--- src/rtl/serial_tx_pkg.sv ---
// Shared types and constants for the serial shift transmitter.
// Optional parity cycle is enabled by defining SERIAL_TX_PARITY_EN.
package serial_tx_pkg;

   typedef enum logic [1:0] {
      IDLE  = 2'b00,
      SHIFT = 2'b01,
      DONE  = 2'b10
   } tx_state_e;

   localparam int unsigned DEFAULT_WIDTH = 8;

   // Bit counter width: must hold WIDTH without wrapping.
   function automatic int unsigned cnt_width(input int unsigned width);
      return $clog2(width + 1);
   endfunction

endpackage

--- src/rtl/serial_shift_transmitter_load_register.sv ---
// WIDTH-wide rising-edge D register with enable and asynchronous active-high reset.
module load_register
   import serial_tx_pkg::*;
#(
   parameter int unsigned WIDTH = DEFAULT_WIDTH
) (
   input  logic             clk,
   input  logic             reset,
   input  logic             E,
   input  logic [WIDTH-1:0] D,
   output logic [WIDTH-1:0] Q
);

   logic [WIDTH-1:0] word_q;

   always_ff @(posedge clk or posedge reset) begin
      if (reset) begin
         word_q <= '0;
      end else if (E) begin
         word_q <= D;
      end
   end

   assign Q = word_q;

endmodule

--- src/rtl/serial_shift_transmitter.sv ---
// Parallel-in, serial-out transmitter, LSB first, with valid and end-of-word pulse.
// Define SERIAL_TX_PARITY_EN to append an even-parity bit after the data bits.
module serial_shift_transmitter
   import serial_tx_pkg::*;
#(
   parameter int unsigned WIDTH = DEFAULT_WIDTH
) (
   input  logic             clk,
   input  logic             reset,
   input  logic [WIDTH-1:0] D,
   input  logic             E,
   output logic             ready,
   output logic             Q,
   output logic             valid,
   output logic             done
);

   localparam int unsigned     CW   = cnt_width(WIDTH);
   localparam logic [CW-1:0]   LAST = CW'(WIDTH - 1);

   tx_state_e        state_q, state_d;
   logic [CW-1:0]    cnt_q, cnt_d;
   logic [WIDTH-1:0] sr_q, sr_d;
   logic [WIDTH-1:0] word_q;
   logic [WIDTH-1:0] cur;
   logic             load_en;

   assign load_en = E && ready;

   load_register #(.WIDTH(WIDTH)) u_load (
      .clk   (clk),
      .reset (reset),
      .E     (load_en),
      .D     (D),
      .Q     (word_q)
   );

   // The first data cycle reads the freshly captured word; from then on the
   // shift register holds the right-shifted copy, so it is cleared on load.
   assign cur = (cnt_q == '0) ? word_q : sr_q;

   always_ff @(posedge clk or posedge reset) begin
      if (reset) begin
         state_q <= IDLE;
         cnt_q   <= '0;
         sr_q    <= '0;
      end else begin
         state_q <= state_d;
         cnt_q   <= cnt_d;
         sr_q    <= sr_d;
      end
   end

   always_comb begin
      state_d = state_q;
      cnt_d   = cnt_q;
      sr_d    = sr_q;
      ready   = 1'b0;
      valid   = 1'b0;
      done    = 1'b0;
      Q       = 1'b0;
      case (state_q)
         IDLE: begin
            ready = 1'b1;
            if (E) begin
               cnt_d   = '0;
               sr_d    = '0;
               state_d = SHIFT;
            end
         end
         SHIFT: begin
            valid = 1'b1;
            Q     = cur[0];
            sr_d  = cur >> 1;
`ifdef SERIAL_TX_PARITY_EN
            if (cnt_q == CW'(WIDTH)) begin
               Q       = ^word_q;
               state_d = DONE;
            end else begin
               cnt_d = cnt_q + CW'(1);
            end
`else
            cnt_d = cnt_q + CW'(1);
            if (cnt_q == LAST) begin
               state_d = DONE;
            end
`endif
         end
         DONE: begin
            done    = 1'b1;
            state_d = IDLE;
         end
         default: begin
            state_d = IDLE;
         end
      endcase
   end

endmodule

--- config.mk ---
export PLATFORM = sky130hd
export DESIGN_NAME = serial_shift_transmitter
export DESIGN_NICKNAME = d
export VERILOG_FILES = /design/src/rtl/serial_tx_pkg.sv /design/src/rtl/serial_shift_transmitter_load_register.sv /design/src/rtl/serial_shift_transmitter.sv
export SDC_FILE = /design/constraint.sdc
export NUM_CORES = 1
export LEC_CHECK = 0
export ABC_AREA = 1
export CORE_UTILIZATION = 45
export DETAILED_ROUTE_END_ITERATION = 10
export GPL_TIMING_DRIVEN = 0
export PLACE_DENSITY = 0.68
export SLEW_MARGIN = 30
export SYNTH_ARGS = -nofsm -noshare
export SYNTH_HDL_FRONTEND = slang
export SYNTH_HIERARCHICAL = 1
export SYNTH_SLANG_ARGS = --single-unit
--- constraint.sdc ---
create_clock -name clk -period 1.8 [get_ports clk]
set_clock_uncertainty 0.2 [all_clocks]
set_input_delay 0.54 -clock clk [delete_from_list [all_inputs] [get_ports clk]]
set_output_delay 0.54 -clock clk [all_outputs]
set_load 0.03 [all_outputs]
==> run summary <==
========================================================================================================
1st-iter DRT viols                                                                                    27
Top-level port count                                                                                  15
Most repeated cell in the gate-level netlist after synthesis                                sky130_fd_sc_hd__nand2_1
Failing checks                                                                              setup timing
Routed length on met2                                                                            1100 µm
Largest incremental delay on the critical path                                                   0.46 ns
Row cnt                                                                                               17
Detailed placer's ending HPWL                                                                    1450 µm
Total number of clock tree sinks                                                                      21
Number of nets with antenna violations after detailed routing                                          0
Mapped Avg Cell Area                                                                            7.79 µm²
Top post-synthesis cells by count                                                           sky130_fd_sc_hd__nand2_1, sky130_fd_sc_hd__dfrtp_1, sky130_fd_sc_hd__inv_1
Insertion delay of the later-clocked pin in the worst-skew pair                                  0.31 ns
Gate count after technology mapping                                                                  135
Sequential Area                                                                                  531 µm²
Detailed-router iteration count before antenna repair                                                  4
Cell Pwr Density                                                                             1760 nW/µm²
Final setup fails                                                                                      4
Result of the run                                                                           complete, but fails checks
Routed length on met1                                                                            1070 µm
Setup repair after global routing missed its margin                                                 true
Via-per-instance ratio                                                                              4.78
Vias in the first global route                                                                       871
Type of element capturing the critical path                                                 primary output
Dominant cell type by area after synthesis                                                  sky130_fd_sc_hd__dfrtp_1
Number of synthesized flops with an enable pin                                                         0
Total track usage                                                                                  20.4%
Count of synthesis-stage warnings from yosys                                                           6
Core region area                                                                                2210 µm²
Final estimated routing congestion in global placement                                             0.728
Post-route cell area                                                                            1450 µm²
Slew at the pin closest to its max-slew limit                                                   0.512 ns
Clock buffers created by TritonCTS                                                                     3
Horiz. Die Dim                                                                                   50.4 µm
Number of nets in the layout                                                                         181
Worst path arrival time                                                                          1.40 ns
CTS Root Cell                                                                               sky130_fd_sc_hd__clkbuf_4
Tightest Hold Check Type                                                                     in -> async
Leakage power summed over all cells                                                             0.762 nW
Drt wl/cell                                                                                      11.7 µm
Largest fanout on the critical path                                                                    5
Number of different library cells in the post-synthesis netlist                                       17
Max Fclk                                                                                         467 MHz
Height of the chip                                                                               50.4 µm
Sort of element at the start of the critical path                                              flip-flop
Setup ws final                                                                                 -0.342 ns
Maximum clock path buffer count                                                                        2
Antenna Diode Count                                                                                    0
Number of antenna violations at the first check in global routing                                      0
Final global-route overflow total                                                                      0
DP Worst Slack                                                                                 -0.718 ns
Global-route wire length before repair                                                           3830 µm
Post-synthesis sequential area ratio                                                               49.9%
Combined area of the multi-input logic cells                                                     472 µm²
Post-CTS clock slew at the launch and capture registers of the worst setup and hold paths        0.12 ns
DIE AREA                                                                                        2540 µm²
Final critical path time including I/O delays and setup                                          2.14 ns
Worst vdd ir                                                                                   0.00104 V
Cell Area, Synth                                                                                1050 µm²
Async set or reset register ratio after synthesis                                                   100%
Total of fill cells in the finished design                                                           188
Share of Yosys cell area claimed by the top area cell type                                         49.9%
Mapped Nets                                                                                          148
Crit path max-delay cell type                                                               sky130_fd_sc_hd__dfrtp_1
Final setup TNS                                                                                -0.703 ns
Critical-path cell list                                                                     inv_2 -> nor2_4 -> inv_1 -> a21oi_4 -> buf_6
Crit Path Category                                                                            reg -> out
CTS tree                                                                                            done
Vias after detailed routing                                                                          933
Post-detailed-routing wire length                                                                2290 µm
Ratio of cells with drive above 1 in the final layout                                              27.5%
Number of design rule violations left after detail routing                                             0
Cell types occupying the most area after synthesis                                          sky130_fd_sc_hd__dfrtp_1, sky130_fd_sc_hd__nand2_1, sky130_fd_sc_hd__inv_1
Starting Density                                                                                   47.6%
Tcrit/Tclk final                                                                                    119%
Port Buffers                                                                                          14
Final Max Slew Viols                                                                                   0
Cell area after placement                                                                       1270 µm²
H-tree level count                                                                                     1
Area added between synthesis and finish                                                            37.3%
FF+latch count, synth                                                                                 21
Largest net degree at the start of global routing                                                     14
CP required                                                                                      1.06 ns
Remaining max-slew budget at the tightest pin                                                      65.8%
Hold Slack                                                                                      0.285 ns
Count of max-cap constraint violations                                                                 0
Total count of hold-check failures in the final report                                                 0
Ys flop type                                                                                sky130_fd_sc_hd__dfrtp_1
Topmost layer with routed signal wires                                                              met4
Detailed route wirelength on metal3                                                                85 µm
========================================================================================================
power breakdown:
| part | switching [mW] | total (mW) | internal (mW) |
|---|---|---|---|
| Clock | 0.150 | 0.233 | 0.0830 |
| Combinational | 0.788 | 1.47 | 0.677 |
| Sequential | 0.156 | 0.842 | 0.686 |
| Total | 1.09 | 2.54 | 1.45 |
placed cells by master, fill, tap and decap left out, types with 2 or more instances in the layout:
master	count
sky130_fd_sc_hd__buf_6	8
sky130_fd_sc_hd__inv_2	4
sky130_fd_sc_hd__nand3_1	14
sky130_fd_sc_hd__clkdlybuf4s50_1	10
sky130_fd_sc_hd__nor2_4	3
sky130_fd_sc_hd__a21oi_1	2
sky130_fd_sc_hd__dfrtp_2	4
sky130_fd_sc_hd__clkbuf_4	3
sky130_fd_sc_hd__buf_4	14
sky130_fd_sc_hd__inv_1	17
sky130_fd_sc_hd__nor2_1	2
sky130_fd_sc_hd__nand2_1	55
sky130_fd_sc_hd__dfrtp_1	17
sky130_fd_sc_hd__o21ai_1	2
logic make-up (layout without fill, tap and decap cells):
| logic type | count (synthesis) | count (layout) | synth area share, % |
|---|---|---|---|
| buffers and inverters | 26 | 58 | 11.2 |
| AOI/OAI and AO/OA | 6 | 6 | 3.21 |
| DFF | 21 | 21 | 49.9 |
| adders and majority gates | 2 | 2 | 2.38 |
| and+or+nand+nor | 80 | 80 | 33.3 |
worst max-delay path: cells and delay by family (launching register included):
family	cells	cell delay, ns
AOI/OAI and AO/OA	1	0.14
buffers and inverters	3	0.34
DFF	1	0.46
and+or+nand+nor	1	0.15
area by class of cell:
| cell class | instances | share of cell area, % |
|---|---|---|
| Sequential cell | 21 | 36.7 |
| Timing Repair Buffer | 29 | 18.4 |
| Multi-Input combinational cell | 88 | 32.6 |
| Buffer | 3 | 2.08 |
| Clock buffer | 3 | 1.56 |
| Inverter | 22 | 5.89 |
| Clock inverter | 1 | 0.346 |
| Tap cell | 28 | 2.42 |
metrics by stage:
step                util (%)  power, mW  cells
floorplan                  -       1.69    135
global placement        57.4       1.93    177
detailed placement      57.4       1.97    177
CTS                     61.7       2.39    188
global route            65.3       2.76    195
finish                  65.3       2.54    195
flip-flops by register name, indices dropped and copies added (netlist names):
| signal | cells |
|---|---|
| sr_q | 7 |
| state_q | 2 |
| u_load/Q | 8 |
| cnt_q | 4 |
layer usage:
layer  vias to the layer above  global-route usage, %
met5                         -                      0
met1                       426                   26.4
met3                         5                   2.73
li1                        472                      -
met4                         0                   12.0
met2                        30                   32.4
timing repair:
action | in CTS | in global routing
buffers inserted | 7 | 8
gates resized for setup | 32 | 11
setup endpoints to repair | 4 | 4
hold buffers | 0 | 0
pin swaps | 3 | 4
worst paths after layout:
check	start	end	slack [ns]	cells past startpoint
min	reset	u_load/Q[0]	0.29	2
max	state_q[0]	Q	-0.34	5
max reg2reg	state_q[0]	u_load/Q[6]	0.23	9
min reg2reg	u_load/Q[5]	u_load/Q[5]	0.30	2
max in group asynchronous	reset	cnt_q[3]	0.66	2
min in group clk	u_load/Q[5]	u_load/Q[5]	0.30	2
Note: power is estimated with default switching activity, not from simulation.
